[src/rtl/pipeline_controller_pkg.sv]
// ==== common : shared types for pipeline_controller -- rev 1.0 ====
`default_nettype none

package common;

  typedef enum logic [0:0] {
    RUN      = 1'b0,
    MEM_WAIT = 1'b1
  } ctrl_state_t;

  typedef struct packed {
    logic pc_write;
    logic if_id_write;
    logic if_id_flush;
    logic id_ex_write;
    logic id_ex_bubble;
    logic ex_mem_write;
    logic mem_wb_bubble;
  } ctrl_out_t;

  localparam ctrl_out_t C_CTRL_IDLE = '{
    pc_write: 1'b0, if_id_write: 1'b0, if_id_flush: 1'b0, id_ex_write: 1'b0,
    id_ex_bubble: 1'b0, ex_mem_write: 1'b0, mem_wb_bubble: 1'b0
  };

  localparam ctrl_out_t C_CTRL_DEFAULT = '{
    pc_write: 1'b1, if_id_write: 1'b1, if_id_flush: 1'b0, id_ex_write: 1'b1,
    id_ex_bubble: 1'b0, ex_mem_write: 1'b1, mem_wb_bubble: 1'b0
  };

  localparam ctrl_out_t C_CTRL_FREEZE = '{
    pc_write: 1'b0, if_id_write: 1'b0, if_id_flush: 1'b0, id_ex_write: 1'b0,
    id_ex_bubble: 1'b0, ex_mem_write: 1'b0, mem_wb_bubble: 1'b1
  };

  localparam ctrl_out_t C_CTRL_FLUSH = '{
    pc_write: 1'b1, if_id_write: 1'b1, if_id_flush: 1'b1, id_ex_write: 1'b1,
    id_ex_bubble: 1'b1, ex_mem_write: 1'b1, mem_wb_bubble: 1'b0
  };

  localparam ctrl_out_t C_CTRL_STALL = '{
    pc_write: 1'b0, if_id_write: 1'b0, if_id_flush: 1'b0, id_ex_write: 1'b1,
    id_ex_bubble: 1'b1, ex_mem_write: 1'b1, mem_wb_bubble: 1'b0
  };

endpackage

`default_nettype wire

[src/rtl/pipeline_controller_if.sv]
// ==== pipeline_controller_if : hazard requests, stage controls, counters -- rev 1.0 ====
`default_nettype none

interface pipeline_controller_if #(
  parameter int CNT_W = 16
);

  logic             load_use;
  logic             branch_taken;
  logic             dmem_req;
  logic             dmem_ready;
  logic             pc_write;
  logic             if_id_write;
  logic             if_id_flush;
  logic             id_ex_write;
  logic             id_ex_bubble;
  logic             ex_mem_write;
  logic             mem_wb_bubble;
  logic             mem_error;
  logic [CNT_W-1:0] stall_cycles;
  logic [CNT_W-1:0] flush_events;

  modport master (
    output load_use, branch_taken, dmem_req, dmem_ready,
    input  pc_write, if_id_write, if_id_flush, id_ex_write, id_ex_bubble,
           ex_mem_write, mem_wb_bubble, mem_error, stall_cycles, flush_events
  );

  modport slave (
    input  load_use, branch_taken, dmem_req, dmem_ready,
    output pc_write, if_id_write, if_id_flush, id_ex_write, id_ex_bubble,
           ex_mem_write, mem_wb_bubble, mem_error, stall_cycles, flush_events
  );

endinterface

`default_nettype wire

[src/rtl/pipeline_controller_sat_counter.sv]
// ==== sat_counter : up-counter that holds at all-ones -- rev 1.0 ====
`default_nettype none

module sat_counter #(
  parameter int W = 16
) (
  input  wire logic         clk,
  input  wire logic         reset,
  input  wire logic         inc,
  output logic      [W-1:0] count
);

  logic [W-1:0] r_count;

  always_ff @(posedge clk) begin
    if (reset) begin
      r_count <= '0;
    end else if (inc && (r_count != {W{1'b1}})) begin
      r_count <= r_count + W'(1);
    end
  end

  assign count = r_count;

endmodule

`default_nettype wire

[src/rtl/pipeline_controller.sv]
// ==== pipeline_controller : stall/flush/freeze control for a 5-stage pipeline -- rev 1.0 ====
`default_nettype none

module pipeline_controller
  import common::*;
#(
  parameter int MEM_TIMEOUT = 255,
  parameter int CNT_W       = 16
) (
  input  wire logic           clk,
  input  wire logic           reset,
  pipeline_controller_if.slave bus
);

  localparam int                WAIT_W      = $clog2(MEM_TIMEOUT + 1);
  localparam logic [WAIT_W-1:0] C_WAIT_LAST = WAIT_W'(MEM_TIMEOUT - 1);

  ctrl_state_t       r_state;
  ctrl_state_t       w_state_nxt;
  logic [WAIT_W-1:0] r_wait_cnt;
  logic              r_mem_error;
  logic              w_timeout;
  logic              w_freeze;
  ctrl_out_t         w_ctrl;

  // The wait count covers every frozen cycle of one access, including the RUN cycle that starts it.
  always_comb begin
    w_timeout = (r_state == MEM_WAIT) && !bus.dmem_ready && (r_wait_cnt >= C_WAIT_LAST);
    if (r_state == RUN) begin
      w_freeze = bus.dmem_req && !bus.dmem_ready;
    end else begin
      w_freeze = !bus.dmem_ready && !w_timeout;
    end
  end

  always_ff @(posedge clk) begin
    if (reset) begin
      r_state     <= RUN;
      r_wait_cnt  <= '0;
      r_mem_error <= 1'b0;
    end else begin
      r_state <= w_state_nxt;
      if (w_freeze) begin
        r_wait_cnt <= r_wait_cnt + WAIT_W'(1);
      end else begin
        r_wait_cnt <= '0;
      end
      if (w_timeout) begin
        r_mem_error <= 1'b1;
      end
    end
  end

  always_comb begin
    w_state_nxt = r_state;
    case (r_state)
      RUN:      if (w_freeze)  w_state_nxt = MEM_WAIT;
      MEM_WAIT: if (!w_freeze) w_state_nxt = RUN;
      default:  w_state_nxt = RUN;
    endcase
  end

  // Branch and load-use requests are only honoured in RUN; MEM_WAIT releases with plain defaults.
  always_comb begin
    w_ctrl = C_CTRL_DEFAULT;
    if (reset) begin
      w_ctrl = C_CTRL_IDLE;
    end else if (w_freeze) begin
      w_ctrl = C_CTRL_FREEZE;
    end else if ((r_state == RUN) && bus.branch_taken) begin
      w_ctrl = C_CTRL_FLUSH;
    end else if ((r_state == RUN) && bus.load_use) begin
      w_ctrl = C_CTRL_STALL;
    end
  end

  assign bus.pc_write      = w_ctrl.pc_write;
  assign bus.if_id_write   = w_ctrl.if_id_write;
  assign bus.if_id_flush   = w_ctrl.if_id_flush;
  assign bus.id_ex_write   = w_ctrl.id_ex_write;
  assign bus.id_ex_bubble  = w_ctrl.id_ex_bubble;
  assign bus.ex_mem_write  = w_ctrl.ex_mem_write;
  assign bus.mem_wb_bubble = w_ctrl.mem_wb_bubble;
  assign bus.mem_error     = r_mem_error;

  sat_counter #(
    .W (CNT_W)
  ) u_stall_cnt (
    .clk   (clk),
    .reset (reset),
    .inc   (!w_ctrl.pc_write),
    .count (bus.stall_cycles)
  );

  sat_counter #(
    .W (CNT_W)
  ) u_flush_cnt (
    .clk   (clk),
    .reset (reset),
    .inc   (w_ctrl.if_id_flush),
    .count (bus.flush_events)
  );

endmodule

`default_nettype wire

[src/flat_wrapper.sv]
// flat-port wrapper written by rule: the top's interface ports become plain ports
module pipeline_controller_flat import common::*;
#(
  parameter int MEM_TIMEOUT = 255,
  parameter int CNT_W       = 16
)
  (clk, reset, bus_load_use, bus_branch_taken, bus_dmem_req, bus_dmem_ready, bus_pc_write, bus_if_id_write, bus_if_id_flush, bus_id_ex_write, bus_id_ex_bubble, bus_ex_mem_write, bus_mem_wb_bubble, bus_mem_error, bus_stall_cycles, bus_flush_events);
  pipeline_controller_if #(.CNT_W(CNT_W)) bus_i ();
  input  wire logic clk;
  input  wire logic reset;
  input wire logic [$bits(bus_i.load_use)-1:0] bus_load_use;
  input wire logic [$bits(bus_i.branch_taken)-1:0] bus_branch_taken;
  input wire logic [$bits(bus_i.dmem_req)-1:0] bus_dmem_req;
  input wire logic [$bits(bus_i.dmem_ready)-1:0] bus_dmem_ready;
  output wire logic [$bits(bus_i.pc_write)-1:0] bus_pc_write;
  output wire logic [$bits(bus_i.if_id_write)-1:0] bus_if_id_write;
  output wire logic [$bits(bus_i.if_id_flush)-1:0] bus_if_id_flush;
  output wire logic [$bits(bus_i.id_ex_write)-1:0] bus_id_ex_write;
  output wire logic [$bits(bus_i.id_ex_bubble)-1:0] bus_id_ex_bubble;
  output wire logic [$bits(bus_i.ex_mem_write)-1:0] bus_ex_mem_write;
  output wire logic [$bits(bus_i.mem_wb_bubble)-1:0] bus_mem_wb_bubble;
  output wire logic [$bits(bus_i.mem_error)-1:0] bus_mem_error;
  output wire logic [$bits(bus_i.stall_cycles)-1:0] bus_stall_cycles;
  output wire logic [$bits(bus_i.flush_events)-1:0] bus_flush_events;
  assign bus_i.load_use = bus_load_use;
  assign bus_i.branch_taken = bus_branch_taken;
  assign bus_i.dmem_req = bus_dmem_req;
  assign bus_i.dmem_ready = bus_dmem_ready;
  assign bus_pc_write = bus_i.pc_write;
  assign bus_if_id_write = bus_i.if_id_write;
  assign bus_if_id_flush = bus_i.if_id_flush;
  assign bus_id_ex_write = bus_i.id_ex_write;
  assign bus_id_ex_bubble = bus_i.id_ex_bubble;
  assign bus_ex_mem_write = bus_i.ex_mem_write;
  assign bus_mem_wb_bubble = bus_i.mem_wb_bubble;
  assign bus_mem_error = bus_i.mem_error;
  assign bus_stall_cycles = bus_i.stall_cycles;
  assign bus_flush_events = bus_i.flush_events;
  pipeline_controller #(.MEM_TIMEOUT(MEM_TIMEOUT), .CNT_W(CNT_W)) u_core (.clk(clk), .reset(reset), .bus(bus_i));
endmodule
[config.mk]
export PLATFORM = sky130hd
export DESIGN_NAME = pipeline_controller_flat
export DESIGN_NICKNAME = d
export VERILOG_FILES = /design/src/rtl/pipeline_controller_pkg.sv /design/src/rtl/pipeline_controller_if.sv /design/src/rtl/pipeline_controller_sat_counter.sv /design/src/rtl/pipeline_controller.sv /design/src/flat_wrapper.sv
export SDC_FILE = /design/constraint.sdc
export NUM_CORES = 1
export LEC_CHECK = 0
export CAP_MARGIN = 10
export CORE_AREA = 2 2 67 69
export CTS_CLUSTER_DIAMETER = 60
export DETAILED_ROUTE_END_ITERATION = 8
export DIE_AREA = 0 0 69 71
export DONT_BUFFER_PORTS = 1
export PLACE_DENSITY = 0.72
export SYNTH_ARGS = -nofsm -noshare
export SYNTH_HDL_FRONTEND = slang
export SYNTH_HIERARCHICAL = 1
export SYNTH_SLANG_ARGS = --single-unit
[constraint.sdc]
create_clock -name clk -period 2.34 [get_ports clk]
set_clock_uncertainty 0.1 [all_clocks]
set_input_delay 0.117 -clock clk [delete_from_list [all_inputs] [get_ports clk]]
set_output_delay 0.117 -clock clk [all_outputs]
set_load 0.01 [all_outputs]
Yosys cells after proc, flatten, opt, wreduce, memory -nomap -nowiden
Cells that the tools add are included.

word-level totals
  register bits = 42
  bits in latches = 0
  memory bits (writable) = 0
  ROM bits = 0
  output and inout port bits = 40
  logic and storage cells = 31
  memories = 0

operators by class
  add/sub/neg operators = 3
  multipliers = 0
  divide/modulo/power cells = 0
  order comparisons = 1
  eq/ne operators = 2
  shift-type cells = 0
  mux-type cells = 6
  bitwise gates (word level) = 2
  reduce and logical (&&, ||, !) cells = 12

operator list
  operator               number
  $add 16x1->16 const B  2
  $ne 16x16->1 const B   2
  $mux 7                 4
  $add 8x1->8 const B    1
  $ge 8x8->1 const B     1
  $logic_and 1x1->1      8
  $logic_not 1->1        3
  $mux 1                 2
  $not 1->1              2
  $reduce_or 2->1        1

Logic depth before layout (Yosys ltp)
Gate-level depths: netlist (run 1).

  word-level depth = 10
  depth in mapped cells = 9
  depth with buffers taken out = 9

Modules after synthesis
Netlist (run 1), hierarchy kept.

modules (own cells, without submodules)
  module               times used  cells an instance  area an instance (µm²)
  sat_counter          2           99                 848.3
  pipeline_controller  1           62                 558.0

Worst setup path before layout (run 1)
Ideal clock, no wire load.

  kind = register to register
  start = register u_core.r_wait_cnt[0]
  end = register u_core.u_stall_cnt.r_count[7] (netlist: u_core/u_stall_cnt/count[7])
  library setup time = 0.070 ns
  data arrival time = 2.327 ns
  setup slack = -0.158 ns
  stages on the path, launching flop included = 10
  period minus slack after synthesis = 2.498 ns
  cells stage by stage = dfxtp_1 inv_1 ha_1 nor2_1 nor3_4 o21ai_0 nand2_1 clkbuf_1 or4_1 a21oi_1

on the way
  cells in the longest elaborated chain, start to end = 9

ends and longest elaborated chain
  element                 RTL line                               RTL
  from (decl)             pipeline_controller.sv:20              logic [WAIT_W-1:0] r_wait_cnt;
  from (signal assigned)  pipeline_controller.sv:44              r_wait_cnt <= r_wait_cnt + WAIT_W'(1);
  $ge 8x8->1              pipeline_controller.sv:28              w_timeout = (r_state == MEM_WAIT) && !bus.dmem_ready && (r_wait_cnt >= C_WAIT_LAST);
  $logic_and 1x1->1       pipeline_controller.sv:28
  $logic_not 1->1         pipeline_controller.sv:32              w_freeze = !bus.dmem_ready && !w_timeout;
  $logic_and 1x1->1       pipeline_controller.sv:32
  $mux 1                  pipeline_controller.sv:29              if (r_state == RUN) begin
  $mux 7                  pipeline_controller.sv:68              end else if (w_freeze) begin
  $mux 7                  pipeline_controller.sv:66              if (reset) begin
  $logic_not 1->1         pipeline_controller.sv:91              .inc (!w_ctrl.pc_write),
  $logic_and 1x1->1       pipeline_controller_sat_counter.sv:18  end else if (inc && (r_count != {W{1'b1}})) begin
  to (signal assigned)    pipeline_controller_sat_counter.sv:19  r_count <= r_count + W'(1);
  to (decl)               pipeline_controller_sat_counter.sv:13  logic [W-1:0] r_count;

Every way passes these cells.
A chain may end at the register's enable or synchronous reset.

Final worst setup path (run 1)
  start = register u_core.r_wait_cnt[1]
  end = register u_core.u_stall_cnt.r_count[6] (netlist: u_core/u_stall_cnt/count[6])

Same word-level chain as after synthesis.

==> results of run 1 <==
[power by group through the flow]
stage	clock [mW]	combinational, mW	sequential, mW
finish	0.489	0.0651	0.733
global route	0.529	0.0727	0.735
CTS	0.508	0.0659	0.733
detailed placement	0	0.0512	0.750
global placement	0	0.0501	0.750
floorplan	0	0.0485	0.750
[sequential cells by signal, indices dropped and copies added, names as in the netlist]
name and cells:
u_core/u_stall_cnt/count 16, u_core/u_flush_cnt/count 16, u_core/r_wait_cnt 8, u_core/bus.mem_error 1
u_core/r_state 1
[metal layers]
layer / part of all wire / up-vias
li1: - / 1010
met1: 0.46 / 932
met2: 0.48 / 41
met3: 0.050 / 7
met4: 0.016 / 0
met5: 0 / -
[worst register-to-register path, cell delays in order (launching register included)]
cell                      delay, ns
sky130_fd_sc_hd__dfxtp_1       0.36
sky130_fd_sc_hd__ha_1          0.19
sky130_fd_sc_hd__nor2_1        0.21
sky130_fd_sc_hd__nor3_4        0.06
sky130_fd_sc_hd__o21ai_2       0.15
sky130_fd_sc_hd__buf_4         0.16
sky130_fd_sc_hd__and4_1        0.23
sky130_fd_sc_hd__o41ai_1       0.13
sky130_fd_sc_hd__or3_1         0.32
sky130_fd_sc_hd__a21oi_1       0.15
[metrics by stage]
step           instances   util  instance area [sq um]
2_1_floorplan        260      -                   2260
3_3_place_gp         310  0.555                   2330
3_5_place_dp         310  0.555                   2330
4_1_cts              320  0.584                   2450
5_1_grt              320  0.584                   2450
6_report             320  0.584                   2450
[logic make-up (layout without fill, tap and decap cells)]
logic type                 Yosys count  after routing
AOI/OAI and AO/OA                   64             64
xor gates and xnor gates             6              6
adders and majority gates            4              4
buffers and inverters               21             29
DFF                                 42             42
muxes                                4              4
and+or+nand+nor                    119            119
[final cells by class]
| cell class | count | area share |
|---|---|---|
| clock buffers | 7 | 0.0352 |
| flip-flops and latches | 42 | 0.343 |
| clock inverters | 1 | 0.00204 |
| inverters | 10 | 0.0153 |
| repair buffers | 11 | 0.0398 |
| multi-input cells | 197 | 0.539 |
| well taps | 52 | 0.0265 |
[final timing paths]
check | from | endpoint | slack [ns] | depth (start not counted)
setup reg to reg | u_core/r_wait_cnt[1] | u_core/u_stall_cnt/count[6] | 0.22 | 9
hold reg to reg | u_core/r_wait_cnt[6] | u_core/r_wait_cnt[6] | 0.42 | 1
hold / removal | bus_branch_taken | u_core/u_flush_cnt/count[1] | 0.20 | 4
setup / recovery | u_core/r_wait_cnt[1] | u_core/u_stall_cnt/count[6] | 0.22 | 9
[cell usage in the layout, fill, tap and decap left out, types with 9 or more instances in the layout]
cell type,count
sky130_fd_sc_hd__nand2_1,16
sky130_fd_sc_hd__o31ai_1,12
sky130_fd_sc_hd__nand3_1,15
sky130_fd_sc_hd__a21oi_1,22
sky130_fd_sc_hd__dfxtp_1,42
sky130_fd_sc_hd__inv_1,10
sky130_fd_sc_hd__or4_1,14
sky130_fd_sc_hd__buf_4,9
sky130_fd_sc_hd__o21ai_0,10
sky130_fd_sc_hd__nor3_1,12
sky130_fd_sc_hd__nor2_1,16
==> run summary, run 1 <==
==========================================================================================
First-pass iteration count of the detailed router ...........................            4
Total Wirelength ............................................................      4670 um
Multi-input combinational cell area .........................................   1320 sq um
Count of nets left with antenna violations after detail routing .............            0
Library cell with the largest summed area after synthesis ................... sky130_fd_sc_hd__dfxtp_1
Antenna diode instance count ................................................            0
Leading cell types by count after synthesis ................................. sky130_fd_sc_hd__dfxtp_1 (42), sky130_fd_sc_hd__a21oi_1 (22), sky130_fd_sc_hd__nand2_1 (16), sky130_fd_sc_hd__nor2_1 (16), sky130_fd_sc_hd__nand3_1 (15)
Number of clock sinks seen by CTS ...........................................           42
GR peak layer ...............................................................         met2
Global Route met2 Usage .....................................................        0.316
Startpoint-to-endpoint class of the critical path ........................... flip-flop to flip-flop
Xor/xnor share of the synthesized area ......................................       0.0233
Number of gates resized after cts ...........................................            0
PD cells ....................................................................  525 nW/um^2
Overall routing resource usage ..............................................        0.194
Max-cap violations ..........................................................            0
Total count of hold-check failures in the final report ......................            0
Number of different library cells in the post-synthesis netlist .............           46
DRC violation count after routing ...........................................            0
Outcome ..................................................................... finished clean
Peak Freq ...................................................................    0.472 GHz
Number of enable flip-flop cells after synthesis ............................            0
Unrepaired setup endpoints after global routing .............................           no
Gate power share ............................................................        0.051
Transition time at the pin with the least slew margin .......................     0.621 ns
Number of nets in the final layout ..........................................          277
LEAKAGE .....................................................................     0.817 nW
Total CTS buffers ...........................................................            5
Crit path max-delay cell type ............................................... sky130_fd_sc_hd__dfxtp_1
Fraction of registers with async set or reset after synthesis ...............            0
Critical-path cell list ..................................................... ha_1, nor2_1, nor3_4, o21ai_2, buf_4, and4_1, o41ai_1, or3_1, a21oi_1
Via count ...................................................................         1990
Die extent in x .............................................................        69 um
Sw Ratio ....................................................................        0.235
Die Height ..................................................................        71 um
Nature of the critical path startpoint ......................................    flip-flop
Hold-fix buffers at CTS .....................................................            2
Final min period ............................................................      2.12 ns
Share of synthesized area occupied by flip-flops and latches ................        0.373
Mean instance size in the synthesized netlist ...............................   8.67 sq um
Clk root buf ................................................................ sky130_fd_sc_hd__clkbuf_8
Total number of H-tree levels ...............................................            2
Crit path capture type ......................................................    flip-flop
Gate Count Post-Synth .......................................................          260
Critical path's top delay family ............................................ simple AND/OR/NAND/NOR gates
Flops & latches, synth ......................................................           42
Smallest setup slack after layout ...........................................     0.221 ns
Post-synth top flop ......................................................... sky130_fd_sc_hd__dfxtp_1
Iter 0 DRT Violations .......................................................          104
Final Slew Violations .......................................................            0
Final clock period utilization by the worst path ............................        0.906
Area used by sequential logic in the layout .................................    841 sq um
Core Area ...................................................................   4200 sq um
Internal ....................................................................     0.985 mW
Post-CTS setup buffers ......................................................            0
Clock edge transition at the registers on the reported setup and hold paths .      0.08 ns
Max FO, Critical Path .......................................................            6
Reported net switching power ................................................     0.302 mW
Synthesis-to-finish area growth .............................................        8.82%
Adder-cell area share of the yosys netlist ..................................       0.0222
Worst slack at placement ....................................................     0.226 ns
Number of antenna violations at the first check in global routing ...........            0
Layout cells sized above 1 ..................................................        0.112
Ports .......................................................................           46
Power share of the clock group ..............................................        0.380
Post-Synth Simple-Gate Area .................................................        0.339
Path type of the worst min-delay path ....................................... input port to flip-flop
Post-DP HPWL ................................................................      3270 um
Largest cells by area after synthesis ....................................... sky130_fd_sc_hd__dfxtp_1 (37%), sky130_fd_sc_hd__a21oi_1 (4.9%), sky130_fd_sc_hd__or4_1 (4.7%), sky130_fd_sc_hd__o31ai_1 (4.0%), sky130_fd_sc_hd__nand3_1 (3.3%)
Total negative slack for setup checks .......................................         0 ns
Wire length per cell ........................................................      14.6 um
WHS .........................................................................     0.202 ns
Worst IR drop on VDD ........................................................     0.232 mV
Main combinational cell family by area after synthesis ...................... simple AND/OR/NAND/NOR gates
Most frequently used cell type in the post-synthesis netlist ................ sky130_fd_sc_hd__dfxtp_1
DR vias/cell ................................................................         6.22
Cell row count ..............................................................           24
Sequential power share ......................................................        0.569
Max-slew headroom ...........................................................        0.580
CP Data Required Time .......................................................      2.47 ns
Clock tree from TritonCTS ...................................................         done
Global-route wire length before repair ......................................      7890 um
PortBufs ....................................................................            0
Data arrival time at the worst-slack endpoint ...............................      2.25 ns
Crit-path max cell delay ....................................................      0.36 ns
Post-layout total power .....................................................      1.29 mW
Total grt overflow ..........................................................            0
Number of buffers on the longest clock path .................................            2
Synthesized net count .......................................................          270
Area fraction of the dominant cell type after synthesis .....................        0.373
Vias in the first global route ..............................................         1699
Largest net degree at the start of global routing ...........................           36
Die area ....................................................................   4900 sq um
Clock latency reported for the late side of the worst-skew pair .............      0.30 ns
Layout fillers ..............................................................          383
Met3 GRT Util ...............................................................       0.0613
RePlAce Congestion ..........................................................        0.874
Count of endpoints failing setup in the final report ........................            0
WP buf/inv ..................................................................            1
Synthesized-area fraction occupied by ao, oa, aoi and oai cells .............        0.181
Cell area after technology mapping ..........................................   2250 sq um
Proportion of synthesized area in mux cells .................................       0.0189
Yosys Warn Count ............................................................            6
Initial Util ................................................................        0.536
Global Route met1 Usage .....................................................        0.233
==========================================================================================
No activity file was read; power rests on OpenSTA's default activity.
==> inputs of run 2 (changes only) <==
GPL_TIMING_DRIVEN = 0   (was default)
==> run 2 against run 1 <==
  * Clock power about the same
  * Critical path depth unchanged
  * Sequential cell count unchanged
  * Register-to-register slack lost 0.05 ns
  * Worst hold slack got worse by 0.13 ns
  * Wire length increased by 2.7%
  * First-iteration DRC count increased by 28%
==> run summary, run 2 (synthesis results as in run 1) <==
==========================================================================================
WHS .........................................................................    0.0704 ns   -0.131 ns
Antenna diode instance count ................................................            0   unchanged
Clock tree from TritonCTS ...................................................         done
Total Wirelength ............................................................      4800 um   +2.7%
Clock edge transition at the registers on the reported setup and hold paths .      0.08 ns   about the same
PortBufs ....................................................................            0   unchanged
Core Area ...................................................................   4200 sq um   unchanged
Number of buffers on the longest clock path .................................            2   unchanged
Total count of hold-check failures in the final report ......................            0   unchanged
Nature of the critical path startpoint ......................................    flip-flop
DRC violation count after routing ...........................................            0   unchanged
Largest net degree at the start of global routing ...........................           14   -61%
Layout fillers ..............................................................          379   -1.0%
Final standard cell utilization of the core .................................        0.593   +0.00923
Unrepaired setup endpoints after global routing .............................           no
Layout cells sized above 1 ..................................................        0.131   +0.0190
Smallest setup slack after layout ...........................................     0.169 ns   -0.0517 ns
DR vias/cell ................................................................         6.16   -1.0%
Clk root buf ................................................................ sky130_fd_sc_hd__clkbuf_8
Die Height ..................................................................        71 um   unchanged
Vias in the first global route ..............................................         1882   +11%
Max-cap violations ..........................................................            0   unchanged
Final min period ............................................................      2.17 ns   +0.0516 ns
Number of antenna violations at the first check in global routing ...........            0   unchanged
Data arrival time at the worst-slack endpoint ...............................      2.30 ns   +0.05 ns
Final non-filler cell area ..................................................   2490 sq um   +1.6%
Total CTS buffers ...........................................................            5   unchanged
PD cells ....................................................................  519 nW/um^2   -1.1%
Sw Ratio ....................................................................        0.238   +0.00286
Total grt overflow ..........................................................            0   unchanged
Register-to-Register Setup Slack ............................................      0.17 ns   -0.05 ns
RePlAce Congestion ..........................................................        0.861   -1.4%
Critical path's top delay family ............................................ simple AND/OR/NAND/NOR gates
Most common cell after layout, fill and taps aside .......................... sky130_fd_sc_hd__dfxtp_1
Outcome ..................................................................... finished clean
Crit path max-delay cell type ............................................... sky130_fd_sc_hd__or4_1
Sequential power share ......................................................        0.570   about the same
Die extent in x .............................................................        69 um   unchanged
Global-route wire length before repair ......................................      8360 um   +6.0%
Internal ....................................................................     0.986 mW   about the same
Max-slew headroom ...........................................................        0.552   -0.0287
Number of nets in the final layout ..........................................          284   +2.5%
Transition time at the pin with the least slew margin .......................     0.664 ns   +0.0425 ns
Reported net switching power ................................................     0.307 mW   +1.7%
Iter 0 DRT Violations .......................................................          133   +28%
Clock latency reported for the late side of the worst-skew pair .............      0.29 ns   about the same
Post-DP HPWL ................................................................      3350 um   +2.5%
Worst IR drop on VDD ........................................................     0.383 mV   +65%
Synthesis-to-finish area growth .............................................        10.5%
Most frequent cells in the layout ........................................... sky130_fd_sc_hd__dfxtp_1 (41), sky130_fd_sc_hd__a21oi_1 (22), sky130_fd_sc_hd__nand2_1 (16), sky130_fd_sc_hd__nor2_1 (15), sky130_fd_sc_hd__nand3_1 (15)
Overall routing resource usage ..............................................        0.205   +0.0111
CP Data Required Time .......................................................      2.47 ns   about the same
Total negative slack for setup checks .......................................         0 ns   unchanged
Crit path capture type ......................................................    flip-flop
Number of clock sinks seen by CTS ...........................................           42   unchanged
Peak Freq ...................................................................    0.461 GHz   -2.4%
Total number of H-tree levels ...............................................            2   unchanged
First-pass iteration count of the detailed router ...........................            4   unchanged
Worst slack at placement ....................................................    -0.264 ns   -0.491 ns
Max FO, Critical Path .......................................................           10   +4
Initial Util ................................................................        0.536   unchanged
Critical-path cell list ..................................................... inv_1, ha_1, nor2_4, nor3_4, o21ai_4, nand2_1, buf_2, or4_1, a21oi_1
Startpoint-to-endpoint class of the critical path ........................... flip-flop to flip-flop
Via count ...................................................................         2013   +1.2%
Cell row count ..............................................................           24   unchanged
Path type of the worst min-delay path ....................................... input port to flip-flop
Crit-path max cell delay ....................................................      0.47 ns   +0.11 ns
Area of placed instances ....................................................   2320 sq um   -0.38%
Final Slew Violations .......................................................            0   unchanged
Final clock period utilization by the worst path ............................        0.928   +0.0221
Ports .......................................................................           46   unchanged
Count of endpoints failing setup in the final report ........................            0   unchanged
WP buf/inv ..................................................................            2   +1
LEAKAGE .....................................................................     0.832 nW   +1.8%
Die area ....................................................................   4900 sq um   unchanged
Gate power share ............................................................        0.051   about the same
Count of nets left with antenna violations after detail routing .............            0   unchanged
Power share of the clock group ..............................................        0.380   about the same
Wire length per cell ........................................................      14.7 um   +0.50%
==========================================================================================
## run 2: routing by layer
metal | share of wire | vias up | global-route usage
met1 | 0.46 | 938 | 0.252
met5 | 0 | - | 0
met3 | 0.050 | 5 | 0.0655
met2 | 0.48 | 45 | 0.350
li1 | - | 1025 | -
met4 | 0.010 | 0 | 0.0523
## run 2: through the flow
step | cells | power, mW
floorplan | 260 | 0.798
global placement | 312 | 0.810
detailed placement | 312 | 0.811
CTS | 321 | 1.30
global route | 327 | 1.35
finish | 327 | 1.29
## run 2: repair_timing
item	4_1_cts	5_1_grt
gates resized for setup	4	4
setup endpoints to repair	11	10
hold endpoints to repair	1	0
setup buffers	0	6
pin swaps	0	3
hold buffers	1	0
## run 2: worst paths after layout
kind | from | end | depth (start not counted)
setup reg to reg | u_core/r_wait_cnt[0] | u_core/u_stall_cnt/count[15] | 9
hold / removal | reset | u_core/r_wait_cnt[0] | 3
setup / recovery | u_core/r_wait_cnt[0] | u_core/u_stall_cnt/count[15] | 9
hold reg to reg | u_core/r_wait_cnt[0] | u_core/r_wait_cnt[0] | 1
## run 2: tightest hold or removal path, delay by kind of cell
family,cells,cell delay [ns]
and+or+nand+nor,2,0.17
buffers and inverters,1,0.15
## run 2: area by class of cell
| cell class | count | area (sq um) | share of cell area |
|---|---|---|---|
| inverters | 10 | 37.5 | 0.0151 |
| plain buffers | 11 | 60.1 | 0.0241 |
| multi-input cells | 197 | 1340 | 0.537 |
| clock inverters | 2 | 12.5 | 0.00502 |
| clock buffers | 6 | 82.6 | 0.0331 |
| flip-flops and latches | 42 | 842 | 0.338 |
| repair buffers | 7 | 55.1 | 0.0221 |
| well taps | 52 | 65.1 | 0.0261 |
## run 2: power by group through the flow
stage	clock network (mW)	registers, mW	logic [mW]
after floorplan	0	0.750	0.0485
after global placement	0	0.753	0.0573
after detailed placement	0	0.753	0.0582
after CTS	0.506	0.737	0.0616
after global routing	0.537	0.739	0.0738
final	0.491	0.737	0.0658
==> inputs of run 3 (changes only) <==
CORE_AREA = 2 2 65 67   (was 2 2 67 69)
CTS_BUF_LIST = sky130_fd_sc_hd__clkbuf_4 sky130_fd_sc_hd__clkbuf_8   (was default)
DIE_AREA = 0 0 67 69   (was 0 0 69 71)
PLACE_DENSITY = 0.76   (was 0.72)
==> run 3 against run 2 <==
  * First-iteration DRC count decreased by 14%
  * Clock-buffer cell count rose by 1
  * Fmax shrank 2.5%
  * Worst hold slack got worse by 0.0095 ns
  * Wire length increased by 5.7%
  * Largest power group unchanged
==> run summary, run 3 (synthesis results as in run 1) <==
==========================================================================================
Count of endpoints failing setup in the final report ........................            0   unchanged
Peak Freq ...................................................................    0.449 GHz   -2.5%
Clock latency reported for the late side of the worst-skew pair .............      0.29 ns   about the same
Initial Util ................................................................        0.576   +0.0398
Smallest setup slack after layout ...........................................     0.113 ns   -0.0558 ns
DRC violation count after routing ...........................................            0   unchanged
Ports .......................................................................           46   unchanged
Outcome ..................................................................... finished clean
Layout cells sized above 1 ..................................................        0.121   -0.0100
Total grt overflow ..........................................................            0   unchanged
First-pass iteration count of the detailed router ...........................            4   unchanged
Synthesis-to-finish area growth .............................................        9.82%
Total CTS buffers ...........................................................            5   unchanged
PD cells ....................................................................  522 nW/um^2   +0.57%
Die area ....................................................................   4620 sq um   -5.6%
Filler-free cell count of the finished design ...............................          323   -1.2%
DR vias/cell ................................................................         6.45   +4.7%
Number of nets in the final layout ..........................................          282   -0.70%
Data arrival time at the worst-slack endpoint ...............................      2.35 ns   +0.05 ns
Clk root buf ................................................................ sky130_fd_sc_hd__clkbuf_8
Unrepaired setup endpoints after global routing .............................           no
Vias in the first global route ..............................................         1885   +0.16%
Transition time at the pin with the least slew margin .......................     0.683 ns   +0.0190 ns
Post-DP HPWL ................................................................      3520 um   +5.0%
Core Area ...................................................................   3910 sq um   -6.9%
R2r startpoint .............................................................. u_core/r_state
Via count ...................................................................         2082   +3.4%
Count of nets left with antenna violations after detail routing .............            0   unchanged
Final non-filler cell area ..................................................   2480 sq um   -0.65%
Worst setup path start ...................................................... u_core/r_state
Worst slack at placement ....................................................    -0.233 ns   +0.0318 ns
Hold Path Origin ............................................................        reset
Final Slew Violations .......................................................            0   unchanged
Max-cap violations ..........................................................            0   unchanged
Max-slew headroom ...........................................................        0.539   -0.0128
Crit path capture type ......................................................    flip-flop
LEAKAGE .....................................................................     0.822 nW   -1.1%
Nature of the critical path startpoint ......................................    flip-flop
Largest net degree at the start of global routing ...........................           13   -1
Clock edge transition at the registers on the reported setup and hold paths .      0.08 ns   about the same
Wire length per cell ........................................................      15.7 um   +7.0%
Most frequent cells in the layout ........................................... sky130_fd_sc_hd__dfxtp_1 (41), sky130_fd_sc_hd__a21oi_1 (22), sky130_fd_sc_hd__nand2_1 (16), sky130_fd_sc_hd__nor2_1 (15), sky130_fd_sc_hd__nand3_1 (15)
Total count of hold-check failures in the final report ......................            0   unchanged
Number of buffers on the longest clock path .................................            2   unchanged
Number of antenna violations at the first check in global routing ...........            0   unchanged
RePlAce Congestion ..........................................................        0.823   -4.5%
Iter 0 DRT Violations .......................................................          115   -14%
Cell row count ..............................................................           23   -4.2%
Die Height ..................................................................        69 um   -2.8%
Post-layout total power .....................................................      1.29 mW   about the same
Die extent in x .............................................................        67 um   -2.9%
Cell total after placement ..................................................          310   -0.64%
Startpoint-to-endpoint class of the critical path ........................... flip-flop to flip-flop
Final clock period utilization by the worst path ............................        0.952   +0.0239
Number of clock sinks seen by CTS ...........................................           42   unchanged
Area of placed instances ....................................................   2320 sq um   -0.11%
CP Data Required Time .......................................................      2.46 ns   about the same
Antenna diode instance count ................................................            0   unchanged
Overall routing resource usage ..............................................        0.223   +0.0173
Most common cell after layout, fill and taps aside .......................... sky130_fd_sc_hd__dfxtp_1
Global-route wire length before repair ......................................      8240 um   -1.5%
Total number of H-tree levels ...............................................            2   unchanged
PortBufs ....................................................................            0   unchanged
Total Wirelength ............................................................      5070 um   +5.7%
Path type of the worst min-delay path ....................................... input port to flip-flop
Final min period ............................................................      2.23 ns   +0.0558 ns
Clock tree from TritonCTS ...................................................         done
Max FO, Critical Path .......................................................           10   unchanged
Worst IR drop on VDD ........................................................     0.288 mV   -25%
==========================================================================================
## run 3: changes by cell type in the layout (fill, tap and decap cells not counted)
cell | previous run | this run
sky130_fd_sc_hd__buf_4 | 8 | 6
sky130_fd_sc_hd__and2_1 | 0 | 1
sky130_fd_sc_hd__and2_2 | 1 | 0
sky130_fd_sc_hd__clkbuf_4 | 0 | 1
sky130_fd_sc_hd__clkinvlp_4 | 1 | 0
sky130_fd_sc_hd__dfxtp_2 | 1 | 0
sky130_fd_sc_hd__dfxtp_4 | 0 | 1
## run 3: report_power, final
part	total [mW]	internal, mW	switching (mW)
Combinational	0.0679	0.0278	0.0400
Sequential	0.736	0.721	0.0145
Clock	0.489	0.250	0.239
## run 3: per-layer routing
metal | wire length [um] | vias to the layer above | GRT usage
met2 | 2370 | 70 | 0.352
met1 | 2350 | 990 | 0.289
li1 | - | 1017 | -
met3 | 310 | 5 | 0.0669
met5 | 0 | - | 0
met4 | 41 | 0 | 0.0658
## run 3: cell type report
cell class / instances / area, sq um
buffer: 11 / 60.1
clock buffer: 7 / 90.1
clock inverter: 1 / 5.00
fill: 352 / 1440
inverter: 10 / 37.5
multi-input combinational: 197 / 1340
sequential: 42 / 845
tap: 50 / 62.6
timing repair buffer: 5 / 40.0
## run 3: worst paths after layout
kind	to	slack [ns]	depth (start not counted)
worst max-delay path	u_core/u_flush_cnt/count[15]	0.11	6
worst max register to register	u_core/u_flush_cnt/count[15]	0.11	6
worst min register to register	u_core/r_wait_cnt[0]	0.37	1
worst min-delay path	u_core/r_wait_cnt[0]	0.06	3
## run 3: worst max-delay path, stage by stage (launching register included)
cell                       delay (ns)
sky130_fd_sc_hd__dfxtp_1         0.33
sky130_fd_sc_hd__a211oi_1        0.22
sky130_fd_sc_hd__and2_1          0.42
sky130_fd_sc_hd__nand2_1         0.15
sky130_fd_sc_hd__clkbuf_1        0.25
sky130_fd_sc_hd__or4_1           0.52
sky130_fd_sc_hd__a21oi_1         0.16
## run 3: what timing repair did
action,CTS,global route
pin swaps,0,2
gates resized for setup,5,2
hold buffers,1,0
hold endpoints to repair,1,0
endpoints found under the setup margin,10,7
setup buffers,0,4
## run 3: metrics by stage
step / util / hold slack, ns / TNS [ns]
after floorplan: - / 0.196 / 0
after global placement: 0.593 / 0.198 / -1.15
after detailed placement: 0.593 / 0.203 / -1.25
after CTS: 0.624 / 0.0546 / 0
after global routing: 0.633 / 0.0732 / 0
final: 0.633 / 0.0610 / 0
